File: src/rtl/pulse_width_meter.sv
// Pulse width meter: armed by start, measures start->rising-edge delay and high time of
// a synchronised pulse_in, then checks both against expected values.
module pulse_width_meter #(
    parameter int CNT_W          = 16,
    parameter int SYNC_STAGES    = 2,
    parameter int TIMEOUT_CYCLES = 1000,
    parameter int EXP_DELAY      = 4,
    parameter int EXP_WIDTH      = 8,
    parameter int WIDTH_TOL      = 0
) (
    input  logic             clk,
    input  logic             reset,
    input  logic             start,
    input  logic             pulse_in,
    output logic             ready,
    output logic             busy,
    output logic             meas_valid,
    output logic [CNT_W-1:0] delay_count,
    output logic [CNT_W-1:0] width_count,
    output logic             meas_pass,
    output logic             timeout_err,
    output logic             ovf_err
);

    localparam int               TMR_W    = $clog2(TIMEOUT_CYCLES + 1);
    localparam logic [CNT_W-1:0] CNT_MAX  = '1;
    localparam logic [CNT_W-1:0] SYNC_OFS = CNT_W'(SYNC_STAGES);
    localparam logic [TMR_W-1:0] TMR_LAST = TMR_W'(TIMEOUT_CYCLES - 1);
    localparam int               W_LO     = (EXP_WIDTH > WIDTH_TOL) ? EXP_WIDTH - WIDTH_TOL : 0;
    localparam int               W_HI     = EXP_WIDTH + WIDTH_TOL;

    typedef enum logic [1:0] {IDLE, WAIT_EDGE, MEASURE, DONE} state_t;

    state_t                 state, state_n;
    logic [SYNC_STAGES-1:0] sync_q;
    logic                   pulse_s, pulse_d, rise, fall;
    logic [CNT_W-1:0]       d_cnt, d_cnt_n, w_cnt, w_cnt_n, delay_q, delay_n;
    logic [TMR_W-1:0]       tmr, tmr_n;
    logic                   ovf_q, ovf_n, to_n, pass_n;

    always_ff @(posedge clk or negedge reset) begin
        if (!reset) begin
            sync_q  <= '0;
            pulse_d <= 1'b0;
        end else begin
            // NOTE: non-blocking assignments make every flop sample the pre-edge value, so the chain shifts one stage per clock.
            sync_q  <= {sync_q[SYNC_STAGES-2:0], pulse_in};
            pulse_d <= pulse_s;
        end
    end

    assign pulse_s = sync_q[SYNC_STAGES-1];
    assign rise    = pulse_s & ~pulse_d;
    assign fall    = ~pulse_s & pulse_d;

    always_comb begin
        // NOTE: every signal gets a default before the case so no path leaves one unassigned (no latch).
        state_n = state;
        d_cnt_n = d_cnt;
        w_cnt_n = w_cnt;
        delay_n = delay_q;
        ovf_n   = ovf_q;
        tmr_n   = tmr + TMR_W'(1);
        to_n    = 1'b0;
        case (state)
            IDLE: begin
                tmr_n = '0;
                if (start) begin
                    state_n = WAIT_EDGE;
                    d_cnt_n = '0;
                    w_cnt_n = '0;
                    delay_n = '0;
                    ovf_n   = 1'b0;
                end
            end
            WAIT_EDGE: begin
                if (rise) begin
                    // The rise reaches the synchroniser output SYNC_STAGES cycles late; take those back off.
                    state_n = MEASURE;
                    delay_n = (d_cnt >= SYNC_OFS) ? d_cnt - SYNC_OFS : '0;
                    w_cnt_n = CNT_W'(1);
                    tmr_n   = '0;
                end else if (tmr == TMR_LAST) begin
                    state_n = DONE;
                    delay_n = d_cnt;
                    to_n    = 1'b1;
                end else if (d_cnt != CNT_MAX) begin
                    d_cnt_n = d_cnt + CNT_W'(1);
                    if (d_cnt_n == CNT_MAX) ovf_n = 1'b1;
                end
            end
            MEASURE: begin
                if (fall) begin
                    state_n = DONE;
                end else if (tmr == TMR_LAST) begin
                    state_n = DONE;
                    to_n    = 1'b1;
                end else if (pulse_s && w_cnt != CNT_MAX) begin
                    w_cnt_n = w_cnt + CNT_W'(1);
                    if (w_cnt_n == CNT_MAX) ovf_n = 1'b1;
                end
            end
            DONE: begin
                state_n = IDLE;
                tmr_n   = '0;
            end
            default: state_n = IDLE;
        endcase
        pass_n = !to_n && !ovf_n && (delay_n == CNT_W'(EXP_DELAY)) &&
                 (int'(w_cnt_n) >= W_LO) && (int'(w_cnt_n) <= W_HI);
    end

    always_ff @(posedge clk or negedge reset) begin
        if (!reset) begin
            state       <= IDLE;
            d_cnt       <= '0;
            w_cnt       <= '0;
            delay_q     <= '0;
            tmr         <= '0;
            ovf_q       <= 1'b0;
            ready       <= 1'b0;
            busy        <= 1'b0;
            meas_valid  <= 1'b0;
            delay_count <= '0;
            width_count <= '0;
            meas_pass   <= 1'b0;
            timeout_err <= 1'b0;
            ovf_err     <= 1'b0;
        end else begin
            state      <= state_n;
            d_cnt      <= d_cnt_n;
            w_cnt      <= w_cnt_n;
            delay_q    <= delay_n;
            tmr        <= tmr_n;
            ovf_q      <= ovf_n;
            ready      <= (state_n == IDLE);
            busy       <= (state_n == WAIT_EDGE) || (state_n == MEASURE);
            meas_valid <= (state_n == DONE);
            // Results are captured on the edge that enters DONE so they line up with meas_valid.
            if (state_n == DONE) begin
                delay_count <= delay_n;
                width_count <= w_cnt_n;
                meas_pass   <= pass_n;
                timeout_err <= to_n;
                ovf_err     <= ovf_n;
            end
        end
    end

endmodule
File: config.mk
export PLATFORM = sky130hd
export DESIGN_NAME = pulse_width_meter
export DESIGN_NICKNAME = d
export VERILOG_FILES = /design/src/rtl/pulse_width_meter.sv
export SDC_FILE = /design/constraint.sdc
export NUM_CORES = 1
export LEC_CHECK = 0
export ABC_CLOCK_PERIOD_IN_PS = 4700
export CAP_MARGIN = 20
export CORE_ASPECT_RATIO = 0.75
export CORE_MARGIN = 2
export CORE_UTILIZATION = 40
export CTS_CLUSTER_DIAMETER = 40
export DETAILED_ROUTE_END_ITERATION = 7
export PLACE_DENSITY = 0.65
export SLEW_MARGIN = 20
export SYNTH_ARGS = -nofsm -noshare
export SYNTH_HDL_FRONTEND = slang
export SYNTH_SLANG_ARGS = --single-unit
File: constraint.sdc
create_clock -name clk -period 4.7 [get_ports clk]
set_input_delay 0.47 -clock clk [delete_from_list [all_inputs] [get_ports clk]]
set_output_delay 0.47 -clock clk [all_outputs]
set_load 0.01 [all_outputs]
==> implementation parameters, run 1 <==
Parameter                              Value

Setup path
  Worst path slowest cell    sky130_fd_sc_hd__o31ai_1
  Critical path class    flip-flop to flip-flop
  Critical Path End Type    flip-flop
  Critical path buffer and inverter count    1
  Worst path cell trace    nand4bb_1, o31ai_1, o22a_1, o21a_1, ha_2, buf_4, mux2_2
  Startpoint class of the critical path    flip-flop
  Highest cell delay on the worst timing path    0.92 ns
  Top fanout value on the critical path    28
  Top Family by Delay on Critical Path    compound AO/OA/AOI/OAI gates
  CP Data Required Time    4.93 ns
  Crit path arrival time    3.67 ns

Floorplanning
  Starting Density    0.413
  Overall die width    142 um
  Height of the chip    108 um
  Site Rows    37
  Floorplan die area    0.0153 mm2
  Number of primary I/O pins    42
  Core Area    0.0138 mm2

STA
  Final worst clock skew    0.00962 ns
  Actual transition at the worst max-transition pin    1.09 ns
  Minimum period implied by the final worst setup slack    3.43 ns
  Relative max-transition margin    0.267
  Final worst-path cycle share    0.730
  Highest clock rate    291 MHz
  Setup tns final    0 ns
  Final worst hold slack    0.229 ns
  Count of endpoints failing hold in the final timing report    0
  Number of endpoints failing setup at the final stage    0
  Unrepaired setup endpoints after global routing    no
  Final number of max-transition violations    0

Global routing
  Vias in the first global route    4618
  Global route total overflow    0
  Global-route total usage across every layer    0.218
  Wire length of the first global-routing pass    25.9 mm
  Antenna violations before repair    0
  Maximum number of pins on one net before global-route repair    66

Cells and area
  Fraction of layout instances using a drive strength above 1    0.110
  Synth-to-Final Area Change    13.4%
  Final cell area excluding filler cells    0.00649 mm2
  Post-route insts no fill    794
  Leading cell types in the layout, fill and taps excluded    102 x sky130_fd_sc_hd__dfrtp_1, 50 x sky130_fd_sc_hd__nand2_1, 43 x sky130_fd_sc_hd__o21ai_0, 40 x sky130_fd_sc_hd__clkdlybuf4s50_1, 37 x sky130_fd_sc_hd__nor2_1
  Net count reported at finish    632
  Core occupancy in the finished layout    0.469
  Antenna cell count    0
  Most common cell after layout, fill and taps aside    sky130_fd_sc_hd__dfrtp_1

Drt
  Vias    4945
  Vias per std cell    6.23
  Detailed Routing Iterations Pass 1    6
  Iter 0 DRT Violations    696
  Detailed Route WL    15.8 mm
  Number of nets with antenna violations after detailed routing    0
  Drt drc    0
  DR WL/cell    19.8 um

Placement
  Gp weighted congestion    1.00
  Post-DP Area    0.00621 mm2
  DP HPWL    11.2 mm
  # placed instances    778
  I/O Buffers    41

Synthesis
  Post-synthesis average cell area    9.60 um2
  Post-synth design cell area    0.00572 mm2
  Post-synthesis sequential element count    102
  Fraction of the yosys area taken by sequential cells    0.446
  Predominant post-synthesis flop cell    sky130_fd_sc_hd__dfrtp_1
  Instance count of the mapped netlist    596
  Number of warning messages in the yosys log    0
  Total nets after synthesis    614
  Synth top area cells    sky130_fd_sc_hd__dfrtp_1 45%, sky130_fd_sc_hd__mux2_2 4.9%, sky130_fd_sc_hd__o21ai_0 3.8%
  Yosys top cell by area    sky130_fd_sc_hd__dfrtp_1
  Proportion of synthesized flip-flops having asynchronous set or reset    1.00
  Share of the synthesized area in the top cell type    0.446
  Post-synth EDFFs    0
  Synth cell types    75

Job
  Number of max-capacitance violations reported    0

Pwr
  Cell internal power dissipation    0.00203 W
  Switching component of the power    0.00135 W
  IR drop worst, VDD    0.285 mV
  Part of the total power dissipated in sequential elements    0.366
  Leak Pwr    2.84 nW
  Clock power share    0.214
  Power density over the cells    521 mW/mm2
  Sw frac    0.400
  Combinational fraction of design power    0.421

Clocking
  Number of buffers on the longest clock path    2
  Clk_lat worst skew    0.35 ns
  Clock transition at the registers of the reported paths    0.07 ns
  Number of instances resized during post-cts repair    0
  Total clock buffers created by CTS    9
  Hold buffer count at cts    0
  Number of sinks on the clock net    102
  H-tree lvl count    3
  Post CTS Setup Buffer Count    0
  Buffer cell driving the clock tree root    sky130_fd_sc_hd__clkbuf_16
  TritonCTS clock tree    built

Hold path
  Worst hold-check path type    input pin to asynchronous set/reset pin

Status
  Result of the run    finished clean
[per-stage QoR]
step / setup slack [ns] / power [W]
after floorplan: 1.95 / 0.00212
after global placement: 1.39 / 0.00263
after detailed placement: 1.34 / 0.00264
after CTS: 1.31 / 0.00338
after global routing: 1.05 / 0.00359
final: 1.27 / 0.00338
[cell families after synthesis]
logic type      synth area share
buf+inv                   0.0492
fa+ha+maj                 0.0306
flops                      0.446
compound gates             0.189
simple gates               0.208
mux                       0.0527
xor+xnor                  0.0245
[power by group through the flow]
stage          Clock (W)  Sequential [W]  Combinational, W
3_3_place_gp           0         0.00124           0.00139
4_1_cts         0.000740         0.00123           0.00141
2_1_floorplan          0         0.00125          0.000875
3_5_place_dp           0         0.00125           0.00139
6_report        0.000721         0.00124           0.00142
5_1_grt         0.000773         0.00126           0.00156
[Yosys cell counts, types with 5 or more instances]
cell type                  number
sky130_fd_sc_hd__or3_1          9
sky130_fd_sc_hd__nand2b_1       5
sky130_fd_sc_hd__and2_1         5
sky130_fd_sc_hd__a21o_1        13
sky130_fd_sc_hd__a22o_1        11
sky130_fd_sc_hd__a31oi_1       14
sky130_fd_sc_hd__clkbuf_1      29
sky130_fd_sc_hd__nand2_1       50
sky130_fd_sc_hd__nor3_1        16
sky130_fd_sc_hd__inv_1         23
sky130_fd_sc_hd__nand3_1       21
sky130_fd_sc_hd__dfrtp_1      102
sky130_fd_sc_hd__ha_1          14
sky130_fd_sc_hd__mux2_2        25
sky130_fd_sc_hd__nand4_1       21
sky130_fd_sc_hd__xnor2_1       12
sky130_fd_sc_hd__a21oi_1       22
sky130_fd_sc_hd__o31ai_1        5
sky130_fd_sc_hd__nor4_1         9
sky130_fd_sc_hd__and3_1         6
sky130_fd_sc_hd__o21ai_0       43
sky130_fd_sc_hd__nor2_1        37
[layer usage]
| layer | GRT usage | wire (um) | up-vias |
|---|---|---|---|
| met5 | 0 | 0 | - |
| met4 | 0.0464 | 220 | 0 |
| met3 | 0.0503 | 1670 | 25 |
| met2 | 0.283 | 6060 | 269 |
| met1 | 0.358 | 7810 | 2388 |
| li1 | - | - | 2263 |
[state kept, by name, summed over array words and instances (netlist names), 2 cells and up]
name / count
delay_q: 16
sync_q: 2
w_cnt: 16
state: 2
d_cnt: 16
delay_count: 16
width_count: 16
tmr: 10
[area by class of cell]
| class | count | area (um2) |
|---|---|---|
| Fill cell | 1283 | 7360 |
| Clock inverter | 6 | 51.3 |
| Clock buffer | 10 | 229 |
| Multi-Input combinational cell | 430 | 2890 |
| Inverter | 23 | 86.3 |
| Timing Repair Buffer | 48 | 460 |
| Sequential cell | 102 | 2550 |
| Tap cell | 175 | 219 |
[worst paths after layout]
kind / startpoint / to / slack (ns) / cells past startpoint
max: tmr[3]$_DFF_PN0_ / delay_count[11]$_DFFE_PN0P_ / 1.27 / 7
min: reset / tmr[3]$_DFF_PN0_ / 0.23 / 1
max reg2reg: tmr[3]$_DFF_PN0_ / delay_count[11]$_DFFE_PN0P_ / 1.27 / 7
min reg2reg: sync_q[0]$_DFF_PN0_ / sync_q[1]$_DFF_PN0_ / 0.37 / 0
max in group asynchronous: reset / delay_q[4]$_DFF_PN0_ / 3.45 / 2
min in group clk: sync_q[0]$_DFF_PN0_ / sync_q[1]$_DFF_PN0_ / 0.37 / 0
(Power assumes the default switching activity.)
==> run 2: changes to the inputs <==
- ABC_CLOCK_PERIOD_IN_PS: 4700 -> 3500
- clock period: 4.7 -> 3.5 ns (I/O delays scaled with it)
==> implementation parameters, run 2 (synthesized netlist as in run 1, its figures left out) <==
Parameter                              Value

Drt
  Vias    5032
  Drt drc    0
  Detailed Routing Iterations Pass 1    6
  DR WL/cell    21.0 um
  Detailed Route WL    17.3 mm
  Number of nets with antenna violations after detailed routing    0
  Iter 0 DRT Violations    504
  Vias per std cell    6.11

Clocking
  Total clock buffers created by CTS    9
  Buffer cell driving the clock tree root    sky130_fd_sc_hd__clkbuf_16
  Number of buffers on the longest clock path    2
  TritonCTS clock tree    built
  Clk_lat worst skew    0.35 ns
  Number of sinks on the clock net    102
  Clock transition at the registers of the reported paths    0.08 ns
  H-tree lvl count    3
  Hold buffer count at cts    0

Setup path
  Critical Path End Type    flip-flop
  Startpoint class of the critical path    flip-flop
  CP Data Required Time    3.76 ns
  Top fanout value on the critical path    9
  Crit path arrival time    3.61 ns
  Critical path class    flip-flop to flip-flop

Floorplanning
  Floorplan die area    0.0153 mm2
  Number of primary I/O pins    42
  Site Rows    37
  Core Area    0.0138 mm2
  Overall die width    142 um
  Height of the chip    108 um
  Starting Density    0.413

STA
  Relative max-transition margin    0.487
  Minimum period implied by the final worst setup slack    3.35 ns
  Unrepaired setup endpoints after global routing    no
  Number of endpoints failing setup at the final stage    0
  Actual transition at the worst max-transition pin    0.770 ns
  Final number of max-transition violations    0
  Highest clock rate    298 MHz
  Final worst hold slack    0.0645 ns
  Final worst clock skew    0.0109 ns
  Final worst-path cycle share    0.957
  Count of endpoints failing hold in the final timing report    0
  Worst path setup slack after routing    0.149 ns

Placement
  # placed instances    805
  Pre-CTS setup slack    -0.0168 ns
  Gp weighted congestion    0.952
  DP HPWL    12.9 mm
  I/O Buffers    41

Cells and area
  Seq. cell area    0.00255 mm2
  Multi-input gate area in the final layout    0.00290 mm2
  Antenna cell count    0
  Synth-to-Final Area Change    18.0%
  Leading cell types in the layout, fill and taps excluded    102 x sky130_fd_sc_hd__dfrtp_1, 50 x sky130_fd_sc_hd__nand2_1, 43 x sky130_fd_sc_hd__o21ai_0, 40 x sky130_fd_sc_hd__clkdlybuf4s50_1
  Most common cell after layout, fill and taps aside    sky130_fd_sc_hd__dfrtp_1
  Net count reported at finish    661
  FILL cells    1289
  Post-route insts no fill    823
  Fraction of layout instances using a drive strength above 1    0.154
  Core occupancy in the finished layout    0.488

Global routing
  Antenna violations before repair    0
  Vias in the first global route    4669
  Wire length of the first global-routing pass    27.5 mm
  Global route total overflow    0
  Global-route total usage across every layer    0.236
  Maximum number of pins on one net before global-route repair    59

Pwr
  Leak Pwr    3.01 nW
  Power density over the cells    715 mW/mm2
  IR drop worst, VDD    0.410 mV
  Total power draw    0.00483 W

Hold path
  Worst hold-check path type    input pin to asynchronous set/reset pin

Status
  Result of the run    finished clean

Job
  Number of max-capacitance violations reported    0
## run 2: final timing paths
check	from	to	slack (ns)	depth (start not counted)
min in group clk	sync_q[0]$_DFF_PN0_	sync_q[1]$_DFF_PN0_	0.35	0
setup reg to reg	d_cnt[14]$_DFFE_PN0P_	meas_pass$_DFFE_PN0P_	0.15	8
setup / recovery	d_cnt[14]$_DFFE_PN0P_	meas_pass$_DFFE_PN0P_	0.15	8
hold / removal	reset	tmr[3]$_DFF_PN0_	0.06	1
hold reg to reg	sync_q[0]$_DFF_PN0_	sync_q[1]$_DFF_PN0_	0.35	0
max in group asynchronous	reset	delay_q[6]$_DFF_PN0_	2.58	2
## run 2: what timing repair did
action / CTS / global route
setup endpoints to repair: 1 / 1
buffers inserted: 0 / 2
pin swaps: 0 / 1
resized for setup: 1 / 1
hold endpoints to repair: 0 / 0
## run 2: critical path: stages, from the launching register on
cell,delay (ns)
sky130_fd_sc_hd__dfrtp_1,0.45
sky130_fd_sc_hd__or4_4,0.60
sky130_fd_sc_hd__nor4_4,0.57
sky130_fd_sc_hd__a21oi_2,0.26
sky130_fd_sc_hd__a22oi_1,0.21
sky130_fd_sc_hd__o21ai_1,0.26
sky130_fd_sc_hd__nor4_2,0.37
sky130_fd_sc_hd__nand4_1,0.22
sky130_fd_sc_hd__o32ai_2,0.32
## run 2: metrics by stage
stage	setup TNS [ns]	area, um2
2_1_floorplan	0	5720
3_3_place_gp	-0.00299	6410
3_5_place_dp	-0.0168	6410
4_1_cts	0	6730
5_1_grt	0	6750
6_report	0	6750
## run 2: routing by layer
metal / vias up / wire length (um) / GRT usage
met5: - / 0 / 0
met4: 0 / 187 / 0.0414
met3: 22 / 1390 / 0.0503
met2: 213 / 6700 / 0.313
met1: 2483 / 9030 / 0.390
li1: 2314 / - / -
## run 2: where the power goes
group / switching (W) / internal, W
Combinational: 0.00121 / 0.000881
Sequential: 0.000215 / 0.00145
Clock: 0.000503 / 0.000574
Total: 0.00192 / 0.00291
## run 2: layout make-up
| class | count | area share |
|---|---|---|
| inverter | 23 | 0.0128 |
| tap | 175 | 0.0324 |
| multi-input combinational | 430 | 0.429 |
| clock buffer | 9 | 0.0334 |
| clock inverter | 7 | 0.0135 |
| timing repair buffer | 77 | 0.100 |
| sequential | 102 | 0.378 |
==> run 3: changes to the inputs <==
- CORE_ASPECT_RATIO: 0.75 -> 0.6
- CTS_CLUSTER_SIZE: unset -> 28
==> implementation parameters, run 3 (synthesized netlist as in run 1, its figures left out) <==
Parameter                              Value

Status
  Result of the run    finished clean

Placement
  # placed instances    813
  Gp weighted congestion    0.985
  I/O Buffers    41
  DP HPWL    12.8 mm

Floorplanning
  Core Area    0.0138 mm2
  Height of the chip    96.6 um
  Overall die width    158 um
  Starting Density    0.415
  Floorplan die area    0.0153 mm2
  Site Rows    33
  Number of primary I/O pins    42

Drt
  Number of nets with antenna violations after detailed routing    0
  Drt drc    0
  Vias    4994
  Vias per std cell    6.02
  Detailed Routing Iterations Pass 1    5
  Detailed Route WL    17.2 mm
  Iter 0 DRT Violations    494
  DR WL/cell    20.7 um

STA
  Final worst hold slack    0.0501 ns
  Setup tns final    0 ns
  Unrepaired setup endpoints after global routing    no
  Number of endpoints failing setup at the final stage    0
  Highest clock rate    297 MHz
  Minimum period implied by the final worst setup slack    3.37 ns
  Final worst clock skew    0.00945 ns
  Count of endpoints failing hold in the final timing report    0
  Final worst-path cycle share    0.962
  Relative max-transition margin    0.386
  Actual transition at the worst max-transition pin    0.920 ns
  Final number of max-transition violations    0

Clocking
  Hold buffer count at cts    0
  Clock transition at the registers of the reported paths    0.08 ns
  H-tree lvl count    3
  TritonCTS clock tree    built
  Post CTS Setup Buffer Count    0
  Number of sinks on the clock net    102
  Number of instances resized during post-cts repair    0
  Total clock buffers created by CTS    9
  Clk_lat worst skew    0.35 ns
  Buffer cell driving the clock tree root    sky130_fd_sc_hd__clkbuf_16
  Number of buffers on the longest clock path    2

Global routing
  Global route total overflow    0
  Global-route total usage across every layer    0.232
  Wire length of the first global-routing pass    27.2 mm
  Maximum number of pins on one net before global-route repair    103
  Vias in the first global route    4678
  Antenna violations before repair    1

Setup path
  CP Data Required Time    3.75 ns
  Reg-to-reg critical path startpoint    d_cnt[2]$_DFFE_PN0P_
  Worst path cell trace    inv_1, ha_1, or4b_2, nor3_1, nand2_1, a21oi_1, o21ai_1, nor4_1, nand4_1, o32ai_2
  Critical Path End Type    flip-flop
  Crit path arrival time    3.62 ns
  Top fanout value on the critical path    13
  Highest cell delay on the worst timing path    0.69 ns
  Critical path buffer and inverter count    1
  Critical path class    flip-flop to flip-flop
  R2r endpoint    meas_pass$_DFFE_PN0P_
  R2r worst-path depth    10
  Count of cell instances traversed by the critical path    10
  Top Family by Delay on Critical Path    simple AND/OR/NAND/NOR gates
  Worst path slowest cell    sky130_fd_sc_hd__or4b_2
  Register-to-register setup slack    0.13 ns
  Startpoint class of the critical path    flip-flop

Cells and area
  Post-route insts no fill    829
  Seq. cell area    0.00255 mm2
  Multi-input gate area in the final layout    0.00289 mm2
  Fraction of layout instances using a drive strength above 1    0.135
  Net count reported at finish    650
  Synth-to-Final Area Change    16.6%
  Most common cell after layout, fill and taps aside    sky130_fd_sc_hd__dfrtp_1
  Antenna cell count    0
  FILL cells    1309
  Leading cell types in the layout, fill and taps excluded    102 x sky130_fd_sc_hd__dfrtp_1, 50 x sky130_fd_sc_hd__nand2_1, 42 x sky130_fd_sc_hd__o21ai_0, 40 x sky130_fd_sc_hd__clkdlybuf4s50_1, 37 x sky130_fd_sc_hd__nor2_1
  Core occupancy in the finished layout    0.483

Pwr
  Cell internal power dissipation    0.00280 W
  Clock power share    0.212
  Switching component of the power    0.00191 W
  Leak Pwr    2.94 nW
  Power density over the cells    708 mW/mm2
  IR drop worst, VDD    0.426 mV
  Sw frac    0.406
  Combinational fraction of design power    0.437
  Part of the total power dissipated in sequential elements    0.351

Hold path
  Worst hold-check path type    input pin to asynchronous set/reset pin

Job
  Number of max-capacitance violations reported    0
run 3: changes by cell type in the layout (fill, tap and decap cells not counted), sizes merged:
cell and delta:
clkinv -2, buf -11, bufinv -1, clkbuf +1, inv +2
run 3: layout make-up:
cell class | count | area share
Sequential cell | 102 | 0.383
Timing Repair Buffer | 66 | 0.0912
Clock buffer | 10 | 0.0343
Clock inverter | 6 | 0.00938
Tap cell | 192 | 0.0360
Inverter | 23 | 0.0130
Multi-Input combinational cell | 430 | 0.433
run 3: worst max-delay path by stage:
stage | from | to | slack [ns]
floorplan | state[1]$_DFF_PN0_ | delay_count[0]$_DFFE_PN0P_ | 0.75
global placement | d_cnt[6]$_DFFE_PN0P_ | meas_pass$_DFFE_PN0P_ | 0.29
detailed placement | d_cnt[2]$_DFFE_PN0P_ | meas_pass$_DFFE_PN0P_ | 0.26
CTS | d_cnt[2]$_DFFE_PN0P_ | meas_pass$_DFFE_PN0P_ | 0.24
global route | d_cnt[2]$_DFFE_PN0P_ | meas_pass$_DFFE_PN0P_ | 0.009
finish | d_cnt[2]$_DFFE_PN0P_ | meas_pass$_DFFE_PN0P_ | 0.13
run 3: layer usage:
metal / wire length, um / global-route usage / part of all wire
met1: 9020 / 0.398 / 0.53
met2: 6170 / 0.270 / 0.36
met3: 1810 / 0.0775 / 0.11
met4: 170 / 0.0430 / 0.0099
met5: 0 / 0 / 0
run 3: metrics by stage:
stage / area [um2] / power, W / setup WS [ns]
2_1_floorplan: 5720 / 0.00285 / 0.751
3_3_place_gp: 6370 / 0.00367 / 0.290
3_5_place_dp: 6370 / 0.00370 / 0.256
4_1_cts: 6670 / 0.00471 / 0.235
5_1_grt: 6670 / 0.00500 / 0.00894
6_report: 6670 / 0.00472 / 0.135
run 3: power by group through the flow:
| stage | Clock [W] | Combinational, W | Sequential (W) |
|---|---|---|---|
| CTS | 0.00102 | 0.00204 | 0.00165 |
| floorplan | 0 | 0.00118 | 0.00167 |
| global route | 0.00108 | 0.00224 | 0.00169 |
| global placement | 0 | 0.00201 | 0.00166 |
| detailed placement | 0 | 0.00203 | 0.00167 |
| finish | 0.000998 | 0.00206 | 0.00166 |
